`config.mk`:
```
export PLATFORM = sky130hd
export DESIGN_NAME = bsg_manycore_host_mmio_responder
export DESIGN_NICKNAME = d
export VERILOG_FILES = /design/src/rtl/bsg_manycore_host_mmio_pkg.sv /design/src/rtl/bsg_fifo_1r1w_small.sv /design/src/rtl/bsg_manycore_host_mmio_responder.sv
export SDC_FILE = /design/constraint.sdc
export NUM_CORES = 1
export LEC_CHECK = 0
export BUFFER_PORTS_ARGS = -buffer_cell sky130_fd_sc_hd__buf_2
export CAP_MARGIN = 20
export CORE_MARGIN = 2
export CORE_UTILIZATION = 42
export DETAILED_ROUTE_END_ITERATION = 12
export GPL_ROUTABILITY_DRIVEN = 0
export GPL_TIMING_DRIVEN = 0
export PLACE_DENSITY = 0.67
export SYNTH_ARGS = -nofsm -noshare
export SYNTH_HDL_FRONTEND = slang
export SYNTH_SLANG_ARGS = --single-unit
```
`constraint.sdc`:
```
create_clock -name clk_i -period 6.26 [get_ports clk_i]
set_clock_uncertainty 0.15 [all_clocks]
set_input_delay 1.252 -clock clk_i [delete_from_list [all_inputs] [get_ports clk_i]]
set_output_delay 1.252 -clock clk_i [all_outputs]
set_load 0.01 [all_outputs]
```
`src/rtl/bsg_manycore_host_mmio_pkg.sv`:
```
// Address map, event types and FSM states shared by the host MMIO responder.
package bsg_manycore_host_mmio_pkg;

    localparam logic [3:0] addr_finish_gp       = 4'h0;
    localparam logic [3:0] addr_fail_gp         = 4'h1;
    localparam logic [3:0] addr_print_stat_gp   = 4'h2;
    localparam logic [3:0] addr_putchar_gp      = 4'h3;
    localparam logic [3:0] addr_cycle_lo_gp     = 4'h4;
    localparam logic [3:0] addr_cycle_hi_gp     = 4'h5;
    localparam logic [3:0] addr_scratch_base_gp = 4'h8;

    localparam int x_cord_width_gp = 7;
    localparam int y_cord_width_gp = 7;

    typedef enum logic [1:0] {
        e_evt_finish,
        e_evt_fail,
        e_evt_print_stat,
        e_evt_putchar
    } evt_type_e;

    typedef enum logic {
        e_idle,
        e_resp
    } state_e;

    typedef struct packed {
        evt_type_e                   evt_type;
        logic [31:0]                 data;
        logic [x_cord_width_gp-1:0]  src_x;
        logic [y_cord_width_gp-1:0]  src_y;
    } evt_s;

endpackage

```
`src/rtl/bsg_fifo_1r1w_small.sv`:
```
// Small one-read one-write FIFO with registered full and not-empty flags.
module bsg_fifo_1r1w_small #(
    parameter int els_p   = 4,
    parameter int width_p = 8
) (
    input  logic               clk_i,
    input  logic               reset_i,
    input  logic               v_i,
    output logic               ready_o,
    input  logic [width_p-1:0] data_i,
    output logic               v_o,
    output logic [width_p-1:0] data_o,
    input  logic               yumi_i
);

    localparam int ptr_w_lp = $clog2(els_p);

    logic [ptr_w_lp-1:0] wptr_q, wptr_d;
    logic [ptr_w_lp-1:0] rptr_q, rptr_d;
    logic [ptr_w_lp:0]   cnt_q, cnt_d;
    logic                full_q, full_d;
    logic                nempty_q, nempty_d;
    logic                enq, deq;
    logic [width_p-1:0]  mem_q [els_p];

    assign enq     = v_i & ~full_q;
    assign deq     = yumi_i & nempty_q;
    assign ready_o = ~full_q;
    assign v_o     = nempty_q;
    assign data_o  = mem_q[rptr_q];

    // Pointers wrap naturally because the depth is a power of two.
    always_comb begin
        wptr_d   = wptr_q + ptr_w_lp'(enq);
        rptr_d   = rptr_q + ptr_w_lp'(deq);
        cnt_d    = cnt_q + (ptr_w_lp+1)'(enq) - (ptr_w_lp+1)'(deq);
        full_d   = (cnt_d == (ptr_w_lp+1)'(els_p));
        nempty_d = (cnt_d != '0);
    end

    always_ff @(posedge clk_i) begin
        if (reset_i) begin
            wptr_q   <= '0;
            rptr_q   <= '0;
            cnt_q    <= '0;
            full_q   <= 1'b0;
            nempty_q <= 1'b0;
        end else begin
            wptr_q   <= wptr_d;
            rptr_q   <= rptr_d;
            cnt_q    <= cnt_d;
            full_q   <= full_d;
            nempty_q <= nempty_d;
        end
    end

    always_ff @(posedge clk_i) begin
        if (enq) begin
            mem_q[wptr_q] <= data_i;
        end
    end

endmodule

```
`src/rtl/bsg_manycore_host_mmio_responder.sv`:
```
// Host-coordinate MMIO responder: decodes tile requests, keeps the cycle
// counter and scratch registers, and queues host-visible events.
module bsg_manycore_host_mmio_responder
    import bsg_manycore_host_mmio_pkg::*;
#(
    parameter int addr_width_p   = 28,
    parameter int data_width_p   = 32,
    parameter int x_cord_width_p = x_cord_width_gp,
    parameter int y_cord_width_p = y_cord_width_gp,
    parameter int evt_fifo_els_p = 4,
    parameter int num_scratch_p  = 8
) (
    input  logic                      clk_i,
    input  logic                      reset_i,
    input  logic                      in_v_i,
    output logic                      in_yumi_o,
    input  logic                      in_we_i,
    input  logic [addr_width_p-1:0]   in_addr_i,
    input  logic [data_width_p-1:0]   in_data_i,
    input  logic [3:0]                in_mask_i,
    input  logic [x_cord_width_p-1:0] in_src_x_i,
    input  logic [y_cord_width_p-1:0] in_src_y_i,
    input  logic [4:0]                in_reg_id_i,
    output logic                      resp_v_o,
    input  logic                      resp_ready_i,
    output logic                      resp_load_o,
    output logic [data_width_p-1:0]   resp_data_o,
    output logic [4:0]                resp_reg_id_o,
    output logic [x_cord_width_p-1:0] resp_dst_x_o,
    output logic [y_cord_width_p-1:0] resp_dst_y_o,
    output logic                      evt_v_o,
    input  logic                      evt_yumi_i,
    output logic [1:0]                evt_type_o,
    output logic [data_width_p-1:0]   evt_data_o,
    output logic [x_cord_width_p-1:0] evt_src_x_o,
    output logic [y_cord_width_p-1:0] evt_src_y_o,
    output logic                      err_o
);

    state_e state_q, state_d;

    logic [63:0] cycle_q, cycle_d;
    logic [31:0] shadow_q, shadow_d;
    logic        err_q, err_d;
    logic [31:0] scratch_q [8];
    logic [31:0] scratch_d [8];

    logic                      resp_load_q, resp_load_d;
    logic [31:0]               resp_data_q, resp_data_d;
    logic [4:0]                resp_reg_id_q, resp_reg_id_d;
    logic [x_cord_width_p-1:0] resp_x_q, resp_x_d;
    logic [y_cord_width_p-1:0] resp_y_q, resp_y_d;

    logic       addr_hi;
    logic [3:0] lo;
    logic [2:0] scr_idx;
    logic       is_evt_addr, is_cyc_lo, is_cyc_hi, is_scr, is_mapped;
    logic       is_evt_store;
    logic       yumi;
    logic       evt_enq, evt_ready;
    evt_s       evt_in, evt_out;

    assign addr_hi     = |in_addr_i[addr_width_p-1:4];
    assign lo          = in_addr_i[3:0];
    assign scr_idx     = lo[2:0];
    assign is_evt_addr = ~addr_hi & (lo <= addr_putchar_gp);
    assign is_cyc_lo   = ~addr_hi & (lo == addr_cycle_lo_gp);
    assign is_cyc_hi   = ~addr_hi & (lo == addr_cycle_hi_gp);
    assign is_scr      = ~addr_hi & (lo >= addr_scratch_base_gp)
                       & ({1'b0, scr_idx} < 4'(num_scratch_p));
    assign is_mapped   = is_evt_addr | is_cyc_lo | is_cyc_hi | is_scr;
    assign is_evt_store = in_we_i & is_evt_addr;

    always_comb begin
        state_d       = state_q;
        cycle_d       = cycle_q + 64'd1;
        shadow_d      = shadow_q;
        err_d         = err_q;
        scratch_d     = scratch_q;
        resp_load_d   = resp_load_q;
        resp_data_d   = resp_data_q;
        resp_reg_id_d = resp_reg_id_q;
        resp_x_d      = resp_x_q;
        resp_y_d      = resp_y_q;
        yumi          = 1'b0;

        unique case (state_q)
            e_idle: begin
                // Full flag is registered, so a same-cycle dequeue does not help.
                yumi = ~reset_i & in_v_i & ~(is_evt_store & ~evt_ready);
                if (yumi) begin
                    state_d       = e_resp;
                    resp_load_d   = ~in_we_i;
                    resp_data_d   = '0;
                    resp_reg_id_d = in_reg_id_i;
                    resp_x_d      = in_src_x_i;
                    resp_y_d      = in_src_y_i;
                    if (!is_mapped) err_d = 1'b1;
                    unique case (1'b1)
                        (is_cyc_lo & ~in_we_i): begin
                            resp_data_d = cycle_q[31:0];
                            shadow_d    = cycle_q[63:32];
                        end
                        (is_cyc_hi & ~in_we_i): resp_data_d = shadow_q;
                        (is_scr & ~in_we_i): resp_data_d = scratch_q[scr_idx];
                        (is_scr & in_we_i): begin
                            for (int b = 0; b < 4; b++) begin
                                if (in_mask_i[b]) begin
                                    scratch_d[scr_idx][8*b +: 8] = in_data_i[8*b +: 8];
                                end
                            end
                        end
                        default: ;
                    endcase
                end
            end
            e_resp: begin
                if (resp_ready_i) state_d = e_idle;
            end
            default: state_d = e_idle;
        endcase
    end

    always_ff @(posedge clk_i) begin
        if (reset_i) begin
            state_q       <= e_idle;
            cycle_q       <= '0;
            shadow_q      <= '0;
            err_q         <= 1'b0;
            scratch_q     <= '{default: '0};
            resp_load_q   <= 1'b0;
            resp_data_q   <= '0;
            resp_reg_id_q <= '0;
            resp_x_q      <= '0;
            resp_y_q      <= '0;
        end else begin
            state_q       <= state_d;
            cycle_q       <= cycle_d;
            shadow_q      <= shadow_d;
            err_q         <= err_d;
            scratch_q     <= scratch_d;
            resp_load_q   <= resp_load_d;
            resp_data_q   <= resp_data_d;
            resp_reg_id_q <= resp_reg_id_d;
            resp_x_q      <= resp_x_d;
            resp_y_q      <= resp_y_d;
        end
    end

    assign evt_enq         = yumi & is_evt_store;
    assign evt_in.evt_type = evt_type_e'(lo[1:0]);
    assign evt_in.data     = in_data_i;
    assign evt_in.src_x    = in_src_x_i;
    assign evt_in.src_y    = in_src_y_i;

    bsg_fifo_1r1w_small #(
        .els_p   (evt_fifo_els_p),
        .width_p ($bits(evt_s))
    ) evt_fifo (
        .clk_i   (clk_i),
        .reset_i (reset_i),
        .v_i     (evt_enq),
        .ready_o (evt_ready),
        .data_i  (evt_in),
        .v_o     (evt_v_o),
        .data_o  (evt_out),
        .yumi_i  (evt_yumi_i)
    );

    assign in_yumi_o     = yumi;
    assign resp_v_o      = (state_q == e_resp);
    assign resp_load_o   = resp_load_q;
    assign resp_data_o   = resp_data_q;
    assign resp_reg_id_o = resp_reg_id_q;
    assign resp_dst_x_o  = resp_x_q;
    assign resp_dst_y_o  = resp_y_q;
    assign evt_type_o    = evt_out.evt_type;
    assign evt_data_o    = evt_out.data;
    assign evt_src_x_o   = evt_out.src_x;
    assign evt_src_y_o   = evt_out.src_y;
    assign err_o         = err_q;

endmodule

```
# After elaboration in Yosys (flattened, before gate mapping)
# Memories as Yosys holds them, arrays and structs flattened. A register that Yosys moved wholly into a read port is not among the register bits.
# Index checks and enable logic that the tools add are counted.
[word_totals]
ff_bits = 415
ram_bits = 192
in_bits = 89
out_inout_bits = 104
elab_cells = 104
mem_count = 1
[op_classes]
add_sub_neg = 5
order_cmp = 4
eq_ne = 3
n_mux = 36
n_bitwise = 26
reduce_logical = 7
[memory_table]
columns = ["name", "words", "width", "rd", "rd_clocked_by_memory_dff", "wr", "line_no", "source"]
rows = [
  ["evt_fifo.mem_q", 4, 48, 1, 1, 1, "bsg_fifo_1r1w_small.sv:24", "logic [width_p-1:0] mem_q [els_p];"],
]
[op_table]
columns = ["op", "count"]
rows = [
  ["256-bit two-way mux", 13],
  ["256-bit bitwise mux", 4],
  ["32-bit demux with 3-bit select", 4],
  ["32-bit binary-select mux with 3-bit select", 1],
  ["32-bit two-way mux", 3],
  ["32-bit case mux with 3 select lines", 1],
  ["64-bit by 1-bit adder with 64-bit output, second input constant", 1],
  ["24-bit two-way mux", 1],
  ["24-bit OR reduction", 1],
  ["16-bit two-way mux", 1],
  ["1-bit AND", 15],
  ["3-bit AND reduction", 3],
  ["4-bit by 3-bit == test with 1-bit output, second input constant", 2],
  ["4-bit >= comparator, second input constant", 2],
  ["8-bit two-way mux", 1],
  ["1-bit NOT", 7],
  ["1-bit two-way mux", 5],
  ["2-bit by 1-bit adder with 2-bit output", 2],
  ["4-bit by 2-bit <= comparator with 1-bit output, second input constant", 1],
  ["4-bit by 1-bit < comparator with 1-bit output, second input constant", 1],
  ["3-bit NOT with 4-bit output", 1],
  ["3-bit by 1-bit adder with 3-bit output", 1],
  ["3-bit == test, second input constant", 1],
  ["1-bit OR", 3],
  ["6 further kinds", 6],
]

# Logic depth before layout (Yosys ltp)
[depth]
depth_word = 22
ltp_mapped = 12
depth_no_buf = 11

# Hierarchy
# Synthesis repeated with hierarchy kept, for this count alone.
[unflattened]
cells_unflattened = 2196
hier_area_um2 = 25381.8
[modules_own_cells]
columns = ["module", "n_inst", "cells_per_inst", "area_per_inst_um2", "seq_area_each_um2"]
rows = [
  ["bsg_manycore_host_mmio_responder", 1, 1903, 18009.8, 8127.8],
  ["bsg_fifo_1r1w_small", 1, 293, 7372.1, 5945.7],
]

# Worst setup path before layout
# Ideal clock, no wire load.
[synth_path]
kind = "in2reg"
start = "input in_addr_i[20]"
end = "memory evt_fifo.mem_q[0][0] (netlist bit) (enable)"
setup_time_ns = 0.513
t_arrival_ns = 5.645
required_ns = 5.597
path_slack_ns = -0.048
cell_stages = 6
n_path_buf = 1
cell_sequence = "nor4_1 and4_1 buf_2 nand3_1 or3_1 nor3_1"
[synth_between]
elab_chain_cells = 12
[synth_lines]
columns = ["item", "line_no", "source"]
rows = [
  ["start, declared", "bsg_manycore_host_mmio_responder.sv:18", "input logic [addr_width_p-1:0] in_addr_i,"],
  ["24-bit OR reduction *", "bsg_manycore_host_mmio_responder.sv:63", "assign addr_hi = |in_addr_i[addr_width_p-1:4];"],
  ["1-bit NOT *", "bsg_manycore_host_mmio_responder.sv:66", "assign is_evt_addr = ~addr_hi & (lo <= addr_putchar_gp);"],
  ["1-bit AND *", "bsg_manycore_host_mmio_responder.sv:66", ""],
  ["1-bit AND *", "bsg_manycore_host_mmio_responder.sv:72", "assign is_evt_store = in_we_i & is_evt_addr;"],
  ["1-bit AND", "bsg_manycore_host_mmio_responder.sv:90", "yumi = ~reset_i & in_v_i & ~(is_evt_store & ~evt_ready);"],
  ["1-bit NOT", "bsg_manycore_host_mmio_responder.sv:90", ""],
  ["1-bit AND", "bsg_manycore_host_mmio_responder.sv:90", ""],
  ["1-bit two-way mux", "bsg_manycore_host_mmio_responder.sv:87", "unique case (state_q)"],
  ["1-bit AND *", "bsg_manycore_host_mmio_responder.sv:150", "assign evt_enq = yumi & is_evt_store;"],
  ["1-bit AND *", "bsg_fifo_1r1w_small.sv:26", "assign enq = v_i & ~full_q;"],
  ["1-bit two-way mux *", "bsg_fifo_1r1w_small.sv:58", "if (enq) begin"],
  ["1-bit two-way mux (not written as such) *", "bsg_fifo_1r1w_small.sv:59", "mem_q[wptr_q] <= data_i;"],
  ["end, declared", "bsg_fifo_1r1w_small.sv:24", ""],
]
# Every way passes the cells marked *; elsewhere a longest branch is shown, timed or not.

# Worst setup path in the final report
[layout_path]
start = "input in_addr_i[13]"
end = "output in_yumi_o"
[layout_between]
elab_chain_cells = 8
[layout_lines]
columns = ["item", "line_no", "source"]
rows = [
  ["24-bit OR reduction", "bsg_manycore_host_mmio_responder.sv:63", ""],
  ["1-bit NOT", "bsg_manycore_host_mmio_responder.sv:66", ""],
  ["1-bit AND", "bsg_manycore_host_mmio_responder.sv:66", ""],
  ["1-bit AND", "bsg_manycore_host_mmio_responder.sv:72", ""],
  ["1-bit AND", "bsg_manycore_host_mmio_responder.sv:90", ""],
  ["1-bit NOT", "bsg_manycore_host_mmio_responder.sv:90", ""],
  ["1-bit AND", "bsg_manycore_host_mmio_responder.sv:90", ""],
  ["1-bit two-way mux", "bsg_manycore_host_mmio_responder.sv:87", ""],
  ["end, declared", "bsg_manycore_host_mmio_responder.sv:16", "output logic in_yumi_o,"],
]
# Every way passes these cells.

==> key figures <==
Run status
  – Status: completed

Clock tree
  – CTS resizes: 0
  – TritonCTS Buffers: 60
  – Hold buffers post-CTS: 0
  – Max clock buf depth: 3
  – Post-CTS Setup Bufs: 0
  – Clock Latency Late Sink: 630 ps
  – CTS H-tree depth: 2
  – CTS sink count: 607
  – Root Buffer: clkbuf_16
  – Reg clk slew, reported paths: 60 ps
  – CTS tree: done

GRT
  – Antenna violations before repair: 3
  – Total Routing Usage GR: 25.3%
  – First-pass GRT wire length: 119,000 um
  – Largest net degree at the start of global routing: 26
  – Vias in the first global route: 19,094
  – GRT overflow: 0

Cells and area
  – Fin nets: 2,636
  – Finished Layout Cells: 3,374
  – Final core utilization: 49.1%
  – Layout cells sized above 1: 16.7%
  – Final antenna diode count: 0
  – Layout area overhead: 16.1%

Worst setup path
  – Worst-path maximum fanout: 10
  – Setup crit start kind: primary input
  – Worst reg2reg startpoint: resp_v_o
  – Reg-to-reg endpoint: evt_fifo.mem_q[1][43]
  – R2R depth: 8
  – R2R Setup Slk: 2650 ps
  – CP Data Arrival Time: 3340 ps
  – Critical path endpoint category: output port
  – Slowest stage delay, CP: 480 ps
  – Critical setup path kind: in2out
  – Worst EP required: 4860 ps
  – Worst path slowest cell: clkbuf_1
  – CP Cell Sequence: buf_2 -> nor4_1 -> and2_1 -> clkbuf_1 -> a41o_1 -> inv_2 -> clkbuf_1 -> buf_2
  – WP buf/inv: 5
  – Cell family with most CP delay: buffers and inverters

Yosys
  – Sequential share of the synthesized area: 55.3%
  – Mapped Avg Cell Area: 11.2 um2
  – Synth top cells by count: dfxtp_1, nor2_1, mux2i_1, edfxtp_1, nand2_1
  – Asr flop ratio synth: 0%
  – Top post-synthesis cells by area: dfxtp_1, edfxtp_1, mux2i_1
  – YS warnings: 0
  – Post-synth top flop: dfxtp_1
  – Register bit total from synthesis: 607
  – Cells after synthesis: 2,273
  – Most numerous cell in the Yosys netlist: dfxtp_1
  – Count of different cell masters after synthesis: 71
  – Synth top area share: 32.6%
  – Post-synth EDFFs: 192
  – Mapped Area: 25,500 um2
  – Area leader, netlist: dfxtp_1
  – Post-Syn Nets: 2,368

STA
  – Slew margin rel.: 25.3%
  – Final worst path period need: 4750 ps
  – Crit share post-route: 75.8%
  – Final Setup Violations: 0
  – Max Slew Vio Count: 0
  – Hold slack: 306 ps
  – Highest clock rate: 0.211 GHz
  – Final Hold Fails: 0
  – Worst-margin pin slew: 1090 ps
  – RSZ-0062 raised after global routing: no

Detailed routing
  – Total wire length: 81,000 um
  – Detailed-route DRC error count: 0
  – Drt first pass iters: 5
  – DR WL/cell: 24.0 um
  – Antenna-violating nets left: 0
  – Routed via count: 19,586
  – DRT iter0 DRCs: 2,020
  – Vias per inst: 5.80

Floorplan
  – Core Region: 60,100 um2
  – Die ar.: 62,600 um2
  – Die Span Y: 250 um
  – Ports: 193
  – Initial Util: 42.3%
  – # rows: 90
  – Die W: 250 um

Job
  – Max-cap viol count: 0

Hold path
  – Hold_sp: shadow_q[10]
  – Hold WC Path Type: reg2reg
  – Hold depth: 2
  – Worst Hold End: shadow_q[10]

Placement
  – HPWL after detailed placement: 57,600 um
  – Placed Cells: 3,259
  – PortBufs: 189

Power and ir drop
  – Leakage: 11.6 nW
  – Pwr Density: 283 nW/um2
  – Max VDD drop: 0.233 mV
## power breakdown
group	total (W)	switching (W)	internal [W]	leakage [nW]
combinational	0.000704	0.000447	0.000257	5.59
clock	0.00357	0.00152	0.00204	0.953
sequential	0.00409	0.0000153	0.00408	5.07
## cell families after synthesis
family,Yosys count,synth area share [%]
fa+ha+maj,6,0.324
flops,607,55.3
mux,379,17.7
compound gates,301,8.04
buf+inv,207,3.25
simple gates,741,14.2
xor+xnor,32,1.10
## how the worst max path moves through the flow
stage / from / endpoint / slack (ps) / depth (start not counted)
floorplan: in_addr_i[20] / evt_fifo.mem_q[0][0] / -50 / 6
CTS: in_addr_i[13] / in_yumi_o / 1580 / 8
global placement: in_addr_i[13] / evt_fifo.mem_q[1][38] / -4180 / 7
detailed placement: in_addr_i[13] / evt_fifo.mem_q[1][43] / 1270 / 11
global route: in_addr_i[13] / in_yumi_o / 1430 / 8
finish: in_addr_i[13] / in_yumi_o / 1510 / 8
## final cells by class
cell class,count,area [um2]
fillers,5505,30600
flip-flops and latches,607,14100
multi-input cells,1459,10600
clock buffers,91,1750
repair buffers,206,1160
well taps,782,978
plain buffers,184,742
clock inverters,22,188
inverters,23,86.3
## state kept, by name (all words and copies together), names as in the netlist, 5 cells and up
name,flops
scratch_q,256
evt_fifo.mem_q,192
cycle_q,64
resp_data_o,32
shadow_q,32
resp_dst_x_o,7
resp_dst_y_o,7
resp_reg_id_o,5
## per-layer routing
layer	global-route usage, %	vias up	part of all wire (%)
met5	0	-	0.046
met4	12.1	6	5.1
met3	5.52	240	8.6
met2	41.5	915	47
met1	31.6	9643	39
li1	-	8782	-
## tightest hold or removal path, cell delays in order (launching register included)
cell,delay (ps)
dfxtp_1,310
nand2_1,50
a21oi_1,50
## through the flow
stage / power, W / setup slack, ps / instance area (um2) / setup TNS, ps
after floorplan: 0.00457 / -48.0 / 25500 / -4590
after global placement: 0.00486 / -4180 / 27400 / -516980
after detailed placement: 0.00487 / 1270 / 27600 / 0
after CTS: 0.00840 / 1580 / 29500 / 0
after global routing: 0.00861 / 1430 / 29600 / 0
final: 0.00836 / 1510 / 29600 / 0
## cells in the final DEF (no fill, tap or decap), types with 8 or more instances in the layout
cell type  synthesis  layout
mux2_2            21      21
inv_1             20      20
buf_6              1       9
buf_2             29     219
or3_1             13      13
nor4_4            13      13
a21oi_1           91      91
o21ai_0           17      17
clkbuf_1         128     147
clkbuf_8           0       8
mux4_2            54      54
a22o_1            15      15
or4_1             16      16
nand4_1           41      41
nor2b_1           31      31
a222oi_1          11      11
and4_1            12      12
a22oi_1           16      16
o22a_1             8       8
o221ai_1          12      12
nor4_1            17      17
dfxtp_1          415     415
xor2_1            16      16
nor2_1           342     340
o21ai_1           17      17
clkbuf_16          0      62
o22ai_1           31      31
xnor2_1           16      16
clkinv_2           0      10
a211oi_1          15      15
o2bb2ai_1         17      17
nand2b_1          12      12
mux2i_1          287     287
nand3_1           34      34
buf_1             24      25
nand2_1          165     165
edfxtp_1         192     192
mux2_1            17      17
Note: power is estimated with default switching activity, not from simulation.
